<file path="config.mk">
export PLATFORM = sky130hd
export DESIGN_NAME = mem_dbus_master
export DESIGN_NICKNAME = d
export VERILOG_FILES = /design/src/rtl/mem_dbus_master.sv
export SDC_FILE = /design/constraint.sdc
export NUM_CORES = 1
export LEC_CHECK = 0
export ABC_AREA = 1
export CAP_MARGIN = 15
export CORE_AREA = 2 2 120 122
export CTS_CLUSTER_DIAMETER = 60
export DETAILED_ROUTE_END_ITERATION = 10
export DIE_AREA = 0 0 122 124
export PLACE_DENSITY = 0.87
export SLEW_MARGIN = 20
export SYNTH_ARGS = -nofsm -noshare
export SYNTH_HDL_FRONTEND = slang
export SYNTH_SLANG_ARGS = --single-unit
</file>
<file path="constraint.sdc">
create_clock -name clk -period 3.85 [get_ports clk]
set_clock_uncertainty 0.05 [all_clocks]
set_input_delay 0.9625 -clock clk [delete_from_list [all_inputs] [get_ports clk]]
set_output_delay 0.9625 -clock clk [all_outputs]
set_load 0.02 [all_outputs]
</file>
<file path="src/rtl/mem_dbus_master.sv">
`timescale 1ns/1ps
// MEM-stage data-bus master: serialises pipe a then pipe b accesses onto a single-outstanding
// req/gnt/rvalid bus and stalls the pipeline until done. Define DBUS_DUAL_ISSUE_EN to service pipe b.
module mem_dbus_master #(
    parameter int ADDR_W = 32,
    parameter int DATA_W = 32
) (
    input  logic                  clk,
    input  logic                  rst_n,
    input  logic                  req_a_ce,
    input  logic                  req_a_we,
    input  logic [ADDR_W-1:0]     req_a_addr,
    input  logic [DATA_W-1:0]     req_a_wdata,
    input  logic [DATA_W/8-1:0]   req_a_be,
    input  logic                  req_b_ce,
    input  logic                  req_b_we,
    input  logic [ADDR_W-1:0]     req_b_addr,
    input  logic [DATA_W-1:0]     req_b_wdata,
    input  logic [DATA_W/8-1:0]   req_b_be,
    input  logic                  flush,
    input  logic                  pipe_hold,
    output logic                  stall_req,
    output logic [DATA_W-1:0]     rdata_a,
    output logic [DATA_W-1:0]     rdata_b,
    output logic                  bus_req,
    output logic                  bus_we,
    output logic [ADDR_W-1:0]     bus_addr,
    output logic [DATA_W-1:0]     bus_wdata,
    output logic [DATA_W/8-1:0]   bus_be,
    input  logic                  bus_gnt,
    input  logic                  bus_rvalid,
    input  logic [DATA_W-1:0]     bus_rdata
);

    localparam logic [2:0] ST_IDLE   = 3'd0;
    localparam logic [2:0] ST_REQ_A  = 3'd1;
    localparam logic [2:0] ST_WAIT_A = 3'd2;
    localparam logic [2:0] ST_REQ_B  = 3'd3;
    localparam logic [2:0] ST_WAIT_B = 3'd4;
    localparam logic [2:0] ST_DONE   = 3'd5;
    localparam logic [2:0] ST_DRAIN  = 3'd6;

    logic [2:0]          state_reg;
    logic [2:0]          state_next;
    logic                b_ce;
    logic                any_ce;
    logic                load_a;
    logic                load_b;
    logic                drop_req;
    logic                cap_a;
    logic                cap_b;

    logic                bus_req_reg;
    logic                bus_we_reg;
    logic [ADDR_W-1:0]   bus_addr_reg;
    logic [DATA_W-1:0]   bus_wdata_reg;
    logic [DATA_W/8-1:0] bus_be_reg;
    logic [DATA_W-1:0]   rdata_a_reg;

`ifdef DBUS_DUAL_ISSUE_EN
    assign b_ce = req_b_ce;
`else
    assign b_ce = 1'b0;
`endif
    assign any_ce = req_a_ce | b_ce;

    always_comb begin
        state_next = state_reg;
        load_a     = 1'b0;
        load_b     = 1'b0;
        drop_req   = 1'b0;
        cap_a      = 1'b0;
        cap_b      = 1'b0;
        case (state_reg)
            ST_IDLE: begin
                if (!flush && req_a_ce) begin
                    state_next = ST_REQ_A;
                    load_a     = 1'b1;
                end else if (!flush && b_ce) begin
                    state_next = ST_REQ_B;
                    load_b     = 1'b1;
                end
            end
            ST_REQ_A, ST_REQ_B: begin
                // A grant in the flush cycle means a response is still owed: drain it.
                if (flush) begin
                    drop_req   = 1'b1;
                    state_next = bus_gnt ? ST_DRAIN : ST_IDLE;
                end else if (bus_gnt) begin
                    drop_req   = 1'b1;
                    state_next = (state_reg == ST_REQ_A) ? ST_WAIT_A : ST_WAIT_B;
                end
            end
            ST_WAIT_A: begin
                if (bus_rvalid) begin
                    if (flush) begin
                        state_next = ST_IDLE;
                    end else begin
                        cap_a = ~bus_we_reg;
                        if (b_ce) begin
                            state_next = ST_REQ_B;
                            load_b     = 1'b1;
                        end else begin
                            state_next = ST_DONE;
                        end
                    end
                end else if (flush) begin
                    state_next = ST_DRAIN;
                end
            end
            ST_WAIT_B: begin
                if (bus_rvalid) begin
                    if (flush) begin
                        state_next = ST_IDLE;
                    end else begin
                        cap_b      = ~bus_we_reg;
                        state_next = ST_DONE;
                    end
                end else if (flush) begin
                    state_next = ST_DRAIN;
                end
            end
            ST_DONE: begin
                if (flush || !pipe_hold) begin
                    state_next = ST_IDLE;
                end
            end
            ST_DRAIN: begin
                if (bus_rvalid) begin
                    state_next = ST_IDLE;
                end
            end
            default: state_next = ST_IDLE;
        endcase
    end

    always_comb begin
        stall_req = 1'b0;
        case (state_reg)
            ST_IDLE, ST_DRAIN:                        stall_req = any_ce;
            ST_REQ_A, ST_WAIT_A, ST_REQ_B, ST_WAIT_B: stall_req = 1'b1;
            default:                                  stall_req = 1'b0;
        endcase
        if (!rst_n) begin
            stall_req = 1'b0;
        end
    end

    always_ff @(posedge clk or negedge rst_n) begin
        if (!rst_n) begin
            state_reg     <= ST_IDLE;
            bus_req_reg   <= 1'b0;
            bus_we_reg    <= 1'b0;
            bus_addr_reg  <= '0;
            bus_wdata_reg <= '0;
            bus_be_reg    <= '0;
            rdata_a_reg   <= '0;
        end else begin
            state_reg <= state_next;
            if (load_a) begin
                bus_req_reg   <= 1'b1;
                bus_we_reg    <= req_a_we;
                bus_addr_reg  <= req_a_addr;
                bus_wdata_reg <= req_a_wdata;
                bus_be_reg    <= req_a_be;
            end else if (load_b) begin
                bus_req_reg   <= 1'b1;
                bus_we_reg    <= req_b_we;
                bus_addr_reg  <= req_b_addr;
                bus_wdata_reg <= req_b_wdata;
                bus_be_reg    <= req_b_be;
            end else if (drop_req) begin
                bus_req_reg   <= 1'b0;
            end
            if (cap_a) begin
                rdata_a_reg <= bus_rdata;
            end
        end
    end

`ifdef DBUS_DUAL_ISSUE_EN
    logic [DATA_W-1:0] rdata_b_reg;

    always_ff @(posedge clk or negedge rst_n) begin
        if (!rst_n) begin
            rdata_b_reg <= '0;
        end else if (cap_b) begin
            rdata_b_reg <= bus_rdata;
        end
    end
    assign rdata_b = rdata_b_reg;
`else
    logic unused_pipe_b;
    assign unused_pipe_b = req_b_ce | cap_b;
    assign rdata_b       = '0;
`endif

    assign bus_req   = bus_req_reg;
    assign bus_we    = bus_we_reg;
    assign bus_addr  = bus_addr_reg;
    assign bus_wdata = bus_wdata_reg;
    assign bus_be    = bus_be_reg;
    assign rdata_a   = rdata_a_reg;

endmodule

</file>
==> After elaboration in Yosys (flattened, before gate mapping) <==
Index checks and enable logic that the tools add are counted.
{ "totals": {"ram_bits": 0, "output_inout_bits": 135, "input_bits": 178, "latchBits": 0, "mem_bits_ro": 0, "n_memories": 0, "reg_bits": 105, "wordCells": 57} }
{ "classes": {"n_lt_le_gt_ge": 0, "add_sub_neg": 0, "div": 0, "n_shift": 0, "mux": 27, "eq_ne": 11, "reduce_logical": 11, "bitwise": 1, "mul": 0} }
{ "ops": {"columns": ["operator", "count"], "rows": [
  ["2-to-1 mux 32 bit", 2],
  ["2-to-1 mux 3 bit", 10],
  ["case mux 3 bit (5 select lines)", 1],
  ["2-to-1 mux 1 bit", 12],
  ["== test 3 bit (second input constant)", 3],
  ["== test 3 x 2 -> 1 bit (second input constant)", 2],
  ["!= test 2 bit (second input constant)", 3],
  ["OR reduction 2 bit", 3],
  ["AND reduction 5 bit", 1],
  ["2-to-1 mux 4 bit", 1],
  ["OR reduction 4 bit", 1],
  ["== test 3 x 1 -> 1 bit (second input constant)", 1],
  ["logical NOT 3 bit", 1],
  ["!= test 3 x 1 -> 1 bit (second input constant)", 1],
  ["!= test 3 bit (second input constant)", 1],
  ["logical NOT 1 bit", 2],
  ["case mux 1 bit (2 select lines)", 1],
  ["nonzero test 2 bit", 1],
  ["logical AND 1 bit", 1],
  ["logical OR 1 bit", 1],
  ["NOT 1 bit", 1]
]} }

==> Logic depth before layout (Yosys ltp) <==
Gate-level depths: netlist of the first run.
{ "logic_depth": {"depth_word": 5, "mapped_depth": 9, "mapped_depth_nobuf": 8} }

==> Least setup slack after synthesis of the first run <==
Ideal clock, no wire load.
{ "synth_timing": {"path_type": "input -> output", "startpoint": "input port req_a_ce", "endpoint": "output port stall_req", "path_slack_ns": 1.331, "arrival_time_ns": 1.506, "required_time_ns": 2.838, "path_stages": 2, "cell_sequence": "nand2_1 > a21boi_0"} }
{ "synth_via": {"elab_chain_cells": 2} }
{ "synth_rtl": {"columns": ["element", "line", "rtl"], "rows": [
  ["from (decl)", "10", "input logic req_a_ce,"],
  ["case mux 1 bit (2 select lines)", "139", "case (state_reg)"],
  ["2-to-1 mux 1 bit", "144", "if (!rst_n) begin"],
  ["to (decl)", "22", "output logic stall_req,"]
]} }
No other way between the ends.

==> Worst setup path after layout of the first run <==
Same ends and word-level chain as after synthesis.

==> results.py, run 1 <==
metrics = {
    "run_status": {
        "status": "completed",
    },
    "setup_path": {
        "cp_top_family": "buffers and inverters",
        "path_common_cell": "clkdlybuf4s50_1",
        "crit_required_ns": 2.84,
        "crit_arrival_ns": 2.41,
        "critPathCaptureType": "primary output",
        "cp_cell_sequence": "clkdlybuf4s50_1 -> nand2_1 -> a21boi_0 -> clkdlybuf4s50_1",
        "critPathBufInv": 2,
        "critPathKind": "input port to primary output",
        "critPathMaxFanout": 3,
        "cp_slowest_cell": "clkdlybuf4s50_1",
        "max_stage_delay_ns": 0.64,
        "worstSetupStartpointType": "input port",
    },
    "clock_network": {
        "post_cts_buffers": 0,
        "cts_hold_buf": 0,
        "ctsResizeCount": 0,
        "root_buffer": "clkbuf_16",
        "htreeDepth": 3,
        "clk_pin_slew_ns": 0.06,
        "clockBufferDepth": 2,
        "clock-sinks": 105,
        "clk_latency_ns": 0.34,
        "cts_tree": "yes",
        "numCtsBuffers": 9,
    },
    "sta": {
        "finalCriticalPeriod_ns": 3.42,
        "fmax_mhz": 293,
        "setup_violations": 0,
        "slew-limit-headroom": 0.474,
        "finalCritPeriodShare": 0.888,
        "drv_slew": 0,
        "final_hold_viol_count": 0,
        "tightest_slew_ns": 0.788,
        "setup_tns_ns": 0,
        "rsz0062_at_grt": "no",
        "hold_slack_ns": 0.432,
    },
    "floorplan": {
        "ioPinCount": 313,
        "die_h_um": 124,
        "core-area_um2": 13700,
        "die-area_um2": 15100,
        "fp.dieW_um": 122,
        "initial_core_util": 0.343,
        "num_rows": 43,
    },
    "final_layout": {
        "nFillCells": 1254,
        "area_growth_pct": 50.3,
        "fin_area_um2": 7080,
        "layout-drive-gt1-share": 0.0677,
        "layout.nets": 897,
        "antenna_cells": 0,
    },
    "grt": {
        "grt_pass1_wl_um": 17200,
        "grt_pass1_vias": 3605,
        "antenna_found_initial": 0,
        "grt_max_degree": 67,
        "overflow": 0,
        "grt.total_usage": 0.146,
    },
    "synthesis": {
        "syn_area_per_cell_um2": 9.11,
        "ys_warn_count": 0,
        "yosys.area.top_type": "dfrtp_1",
        "syn_inst": 517,
        "synth.cell_area_um2": 4710,
        "yosys-top-cells-area": "dfrtp_1 (56%), nand2_1 (9.5%), inv_1 (8.4%), buf_4 (5.7%), o21ai_1 (5.2%)",
        "synth_seq_area_share": 0.558,
        "yosys_register_bits": 105,
        "yosysTopAreaCellShare": 0.558,
        "ys_types": 19,
    },
    "routing": {
        "routedWlPerCell_um": 12.2,
        "drtIter0Drc": 144,
        "drc": 0,
        "dr.pass1.iters": 4,
        "viasPerCell": 4.17,
        "ant_nets": 0,
        "drt-total-wl_um": 11000,
        "vias": 3772,
    },
    "pwr": {
        "ir_drop_v": 0.000437,
        "finalPower_mw": 5.60,
        "power_leakage_nw": 3.53,
        "power.density_nw_per_um2": 791,
    },
    "flow_run": {
        "maxCapViolations": 0,
    },
    "place": {
        "place_congestion": 0.851,
        "place_area_um2": 6750,
        "io_buffers": 210,
        "dpl.hpwl_um": 8360,
    },
    "worst_hold_path": {
        "hp-class": "flip-flop to flip-flop",
    },
}
kinds of logic (layout without fill, tap and decap cells):
family,Yosys count,after routing,share of synthesized area
flops,105,105,0.558
compound gates,107,107,0.130
other cells,1,32,0.000796
buf+inv,161,337,0.182
simple gates,143,143,0.129
worst min-delay path, delay by kind of cell (launching register included):
family	cells	cell delay (ns)
AOI/OAI and AO/OA	1	0.05
DFF	1	0.34
and+or+nand+nor	1	0.06
metal layers:
| layer | up-vias | GRT usage | share of wire |
|---|---|---|---|
| li1 | 1905 | - | - |
| met1 | 1688 | 0.170 | 0.41 |
| met4 | 0 | 0.0481 | 0.012 |
| met5 | - | 0 | 0 |
| met2 | 169 | 0.239 | 0.47 |
| met3 | 10 | 0.0687 | 0.11 |
worst paths after layout:
path                       slack, ns                     start  depth (start not counted)                        to
setup / recovery                0.43                  req_a_ce                          4                 stall_req
hold / removal                  0.43   rdata_a[31]$_DFFE_PN0P_                          2   rdata_a[31]$_DFFE_PN0P_
setup reg to reg                1.98  state_reg[1]$_DFFE_PN0P_                          5   rdata_a[17]$_DFFE_PN0P_
hold reg to reg                 0.43   rdata_a[31]$_DFFE_PN0P_                          2   rdata_a[31]$_DFFE_PN0P_
max in group asynchronous       1.90                     rst_n                          3  state_reg[1]$_DFFE_PN0P_
min in group asynchronous       0.67                     rst_n                          2    rdata_a[4]$_DFFE_PN0P_
layout make-up:
type                            count  area, µm²  area share
Clock inverter                      6       91.3      0.0129
Sequential cell                   105       2630       0.371
Inverter                          107        402      0.0567
Multi-Input combinational cell    282       1340       0.189
Tap cell                          180        225      0.0318
Clock buffer                       10        239      0.0338
Timing Repair Buffer              214       2150       0.304
placed cells by master (no fill, tap or decap):
cell and n:
nand4_2 1, o21ai_0 37, clkbuf_8 1, inv_1 105, dfrtp_1 105, o21ai_2 20, nand4_4 1, nor2_1 8
nor2_4 2, inv_2 2, buf_4 3, buf_12 2, clkinv_4 1, nand2_1 119, conb_1 32, bufinv_16 2
clkbuf_16 9, nand2_2 1, nand3_1 10, nand3_4 1, clkdlybuf4s50_1 209, clkinvlp_4 3, o21ai_1 49, a21boi_0 1
synth_stat cells:
cell,n
nand3_4,1
inv_2,2
o21ai_0,37
nand4_2,1
inv_1,105
buf_6,16
dfrtp_1,105
nand4_4,1
nor2_4,2
nand2_1,119
buf_4,36
clkbuf_1,2
conb_1,1
o21ai_2,20
a21boi_0,1
nand2_2,1
nand3_1,10
nor2_1,8
o21ai_1,49
power breakdown:
part	total, mW	internal, mW	switching [mW]	leakage [nW]
combinational	2.67	1.27	1.40	2.05
clock	0.991	0.588	0.403	0.151
sequential	1.94	1.63	0.312	1.32
total	5.60	3.49	2.12	3.53
through the flow:
| step | setup slack [ns] | utilization | std cells |
|---|---|---|---|
| 2_1_floorplan | 1.33 | - | 548 |
| 3_3_place_gp | 0.440 | 0.492 | 888 |
| 3_5_place_dp | 0.408 | 0.492 | 888 |
| 4_1_cts | 0.398 | 0.516 | 904 |
| 5_1_grt | 0.324 | 0.516 | 904 |
| 6_report | 0.432 | 0.516 | 904 |
Power figures use the tool's default switching activity.
==> run 2: changes to the inputs <==
Settings changed: ABC_AREA 1 to not set, CORE_AREA 2 2 120 122 to 2 2 122 124, DIE_AREA 0 0 122 124 to 0 0 124 126, PLACE_DENSITY 0.87 to 0.83.
==> run 2 against run 1 <==
  * Fmax decreased by 2.3%
  * Combinational power increased by 6%
  * Hold slack better by 0.023 ns
  * Via count down 20%
  * Critical path type unchanged
  * Critical endpoint unchanged
  * Largest power group unchanged
==> results.py, run 2 <==
metrics = {
    "sta": {
        "slew-limit-headroom": 0.455,
        "fmax_mhz": 286,
        "hold_slack_ns": 0.454,
        "setup_tns_ns": 0,
        "setup_violations": 0,
        "final_hold_viol_count": 0,
        "finalCritPeriodShare": 0.908,
        "finalCriticalPeriod_ns": 3.50,
        "drv_slew": 0,
        "rsz0062_at_grt": "no",
        "tightest_slew_ns": 0.817,
    },
    "synthesis": {
        "async_reset_ff_frac": 1.00,
        "yosys-top-cells-count": "dfrtp_1 (105), mux2_2 (91), buf_4 (32)",
        "synth_edf_count": 0,
        "syn_inst": 293,
        "ys_types": 29,
        "yosysTopAreaCellShare": 0.590,
        "ys_warn_count": 0,
        "syn_area_per_cell_um2": 15.2,
        "yosys.area.top_type": "dfrtp_1",
        "synth_seq_area_share": 0.590,
        "ys.flop_type": "dfrtp_1",
        "yosys_register_bits": 105,
        "yosys-top-cells-area": "dfrtp_1 (59%), mux2_2 (23%), buf_4 (5.4%), mux2_4 (3.4%), buf_6 (3.0%)",
        "yosysMostFrequentCell": "dfrtp_1",
        "synth.cell_area_um2": 4450,
    },
    "routing": {
        "dr.pass1.iters": 4,
        "drc": 0,
        "drtIter0Drc": 140,
        "ant_nets": 0,
        "drt-total-wl_um": 10500,
        "viasPerCell": 4.35,
        "routedWlPerCell_um": 15.2,
        "vias": 3011,
    },
    "place": {
        "place_congestion": 0.807,
        "dpl.hpwl_um": 7960,
        "io_buffers": 210,
    },
    "worst_hold_path": {
        "hp-class": "flip-flop to flip-flop",
    },
    "grt": {
        "grt_pass1_wl_um": 16400,
        "grt_pass1_vias": 3251,
        "grt.total_usage": 0.137,
        "grt_max_degree": 66,
        "antenna_found_initial": 0,
        "overflow": 0,
    },
    "setup_path": {
        "critPathCaptureType": "primary output",
        "cp_slowest_cell": "clkdlybuf4s50_1",
        "worstSetupStartpointType": "input port",
        "crit_required_ns": 2.84,
        "max_stage_delay_ns": 0.63,
        "path_common_cell": "clkdlybuf4s50_1",
        "critPathKind": "input port to primary output",
        "crit_arrival_ns": 2.48,
        "critPathMaxFanout": 2,
        "cp_cell_sequence": "clkdlybuf4s50_1 -> inv_1 -> a21o_1 -> a21oi_1 -> clkdlybuf4s50_1",
    },
    "floorplan": {
        "num_rows": 44,
        "initial_core_util": 0.311,
        "fp.dieW_um": 124,
        "die-area_um2": 15600,
        "core-area_um2": 14300,
        "ioPinCount": 313,
        "die_h_um": 126,
    },
    "clock_network": {
        "clockBufferDepth": 2,
        "cts_hold_buf": 0,
        "ctsResizeCount": 0,
        "htreeDepth": 3,
        "clk_latency_ns": 0.34,
        "clock-sinks": 105,
        "cts_tree": "yes",
        "numCtsBuffers": 9,
        "post_cts_buffers": 0,
        "clk_pin_slew_ns": 0.06,
        "root_buffer": "clkbuf_16",
    },
    "pwr": {
        "power.density_nw_per_um2": 850,
        "ir_drop_v": 0.000425,
        "clockPowerShare": 0.181,
        "p_seq_frac": 0.337,
        "combPwrFrac": 0.482,
        "swShare": 0.344,
        "intPower_mw": 3.86,
        "power_leakage_nw": 3.00,
        "switching_power_mw": 2.02,
    },
    "final_layout": {
        "layout-drive-gt1-share": 0.252,
        "layout.nets": 681,
        "mostFrequentLayoutCells": "clkdlybuf4s50_1 (209), dfrtp_1 (105), mux2_2 (91)",
        "nFillCells": 1228,
        "antenna_cells": 0,
        "final_common_cell": "clkdlybuf4s50_1",
        "area_growth_pct": 55.3,
    },
    "flow_run": {
        "maxCapViolations": 0,
    },
    "run_status": {
        "status": "completed",
    },
}
[run 2: cell types whose count changed after synthesis, moves of 3 or more]
cell / change
o21ai_1: -49
buf_6: -4
mux2_2: +91
a21oi_1: +6
a221o_1: +3
o21ai_2: -20
mux2_4: +10
buf_4: -4
nand2_1: -117
inv_1: -101
o21ai_0: -35
nand3_1: -10
[run 2: cell type report]
class                      instances  area (µm²)  share of cell area
tap                              184         230              0.0333
timing repair buffer             214        2140               0.310
sequential                       105        2630               0.380
multi-input combinational        169        1550               0.224
clock buffer                      10         239              0.0345
inverter                           4        15.0             0.00217
clock inverter                     6         113              0.0163
[run 2: cells by family after synthesis]
family,Yosys count,synth area share
xor+xnor,1,0.00197
simple gates,17,0.0253
mux,101,0.264
other cells,1,0.000842
buf+inv,50,0.0896
compound gates,18,0.0287
flops,105,0.590
[run 2: worst max-delay path: cells and delay by family]
| kind | cells | cell delay [ns] |
|---|---|---|
| buf+inv | 3 | 1.16 |
| compound gates | 2 | 0.36 |
[run 2: path summary, 6_finish.rpt]
| kind | end | slack (ns) | start | cells past startpoint |
|---|---|---|---|---|
| setup / recovery | stall_req | 0.35 | req_a_ce | 5 |
| hold / removal | rdata_a[19]$_DFFE_PN0P_ | 0.45 | rdata_a[19]$_DFFE_PN0P_ | 1 |
| setup reg to reg | rdata_a[8]$_DFFE_PN0P_ | 1.79 | state_reg[0]$_DFFE_PN0P_ | 4 |
| hold reg to reg | rdata_a[19]$_DFFE_PN0P_ | 0.45 | rdata_a[19]$_DFFE_PN0P_ | 1 |
| max in group asynchronous | rdata_a[26]$_DFFE_PN0P_ | 1.92 | rst_n | 3 |
| min in group asynchronous | bus_wdata[20]$_DFFE_PN0P_ | 0.63 | rst_n | 2 |
[run 2: layer usage]
| layer | track usage | vias up | wire length [µm] |
|---|---|---|---|
| li1 | - | 1367 | - |
| met1 | 0.152 | 1447 | 3980 |
| met2 | 0.229 | 178 | 5140 |
| met3 | 0.0548 | 19 | 1130 |
| met4 | 0.0635 | 0 | 282 |
| met5 | 0 | - | 0 |
[run 2: power by group through the flow]
stage / clock network [mW] / logic [mW] / registers [mW]
6_report: 1.06 / 2.84 / 1.98
5_1_grt: 1.15 / 3.00 / 2.05
4_1_cts: 1.10 / 2.87 / 1.99
3_5_place_dp: 0 / 2.86 / 2.00
3_3_place_gp: 0 / 2.80 / 1.96
2_1_floorplan: 0 / 0.877 / 2.60
[run 2: through the flow]
step	power, mW	util	instances	worst slack (ns)	area (µm²)
floorplan	3.48	-	324	1.33	4570
global route	6.21	0.483	692	0.268	6920
CTS	5.96	0.483	692	0.377	6920
detailed placement	4.86	0.459	676	0.380	6570
global placement	4.77	0.459	676	0.396	6570
finish	5.88	0.483	692	0.353	6920
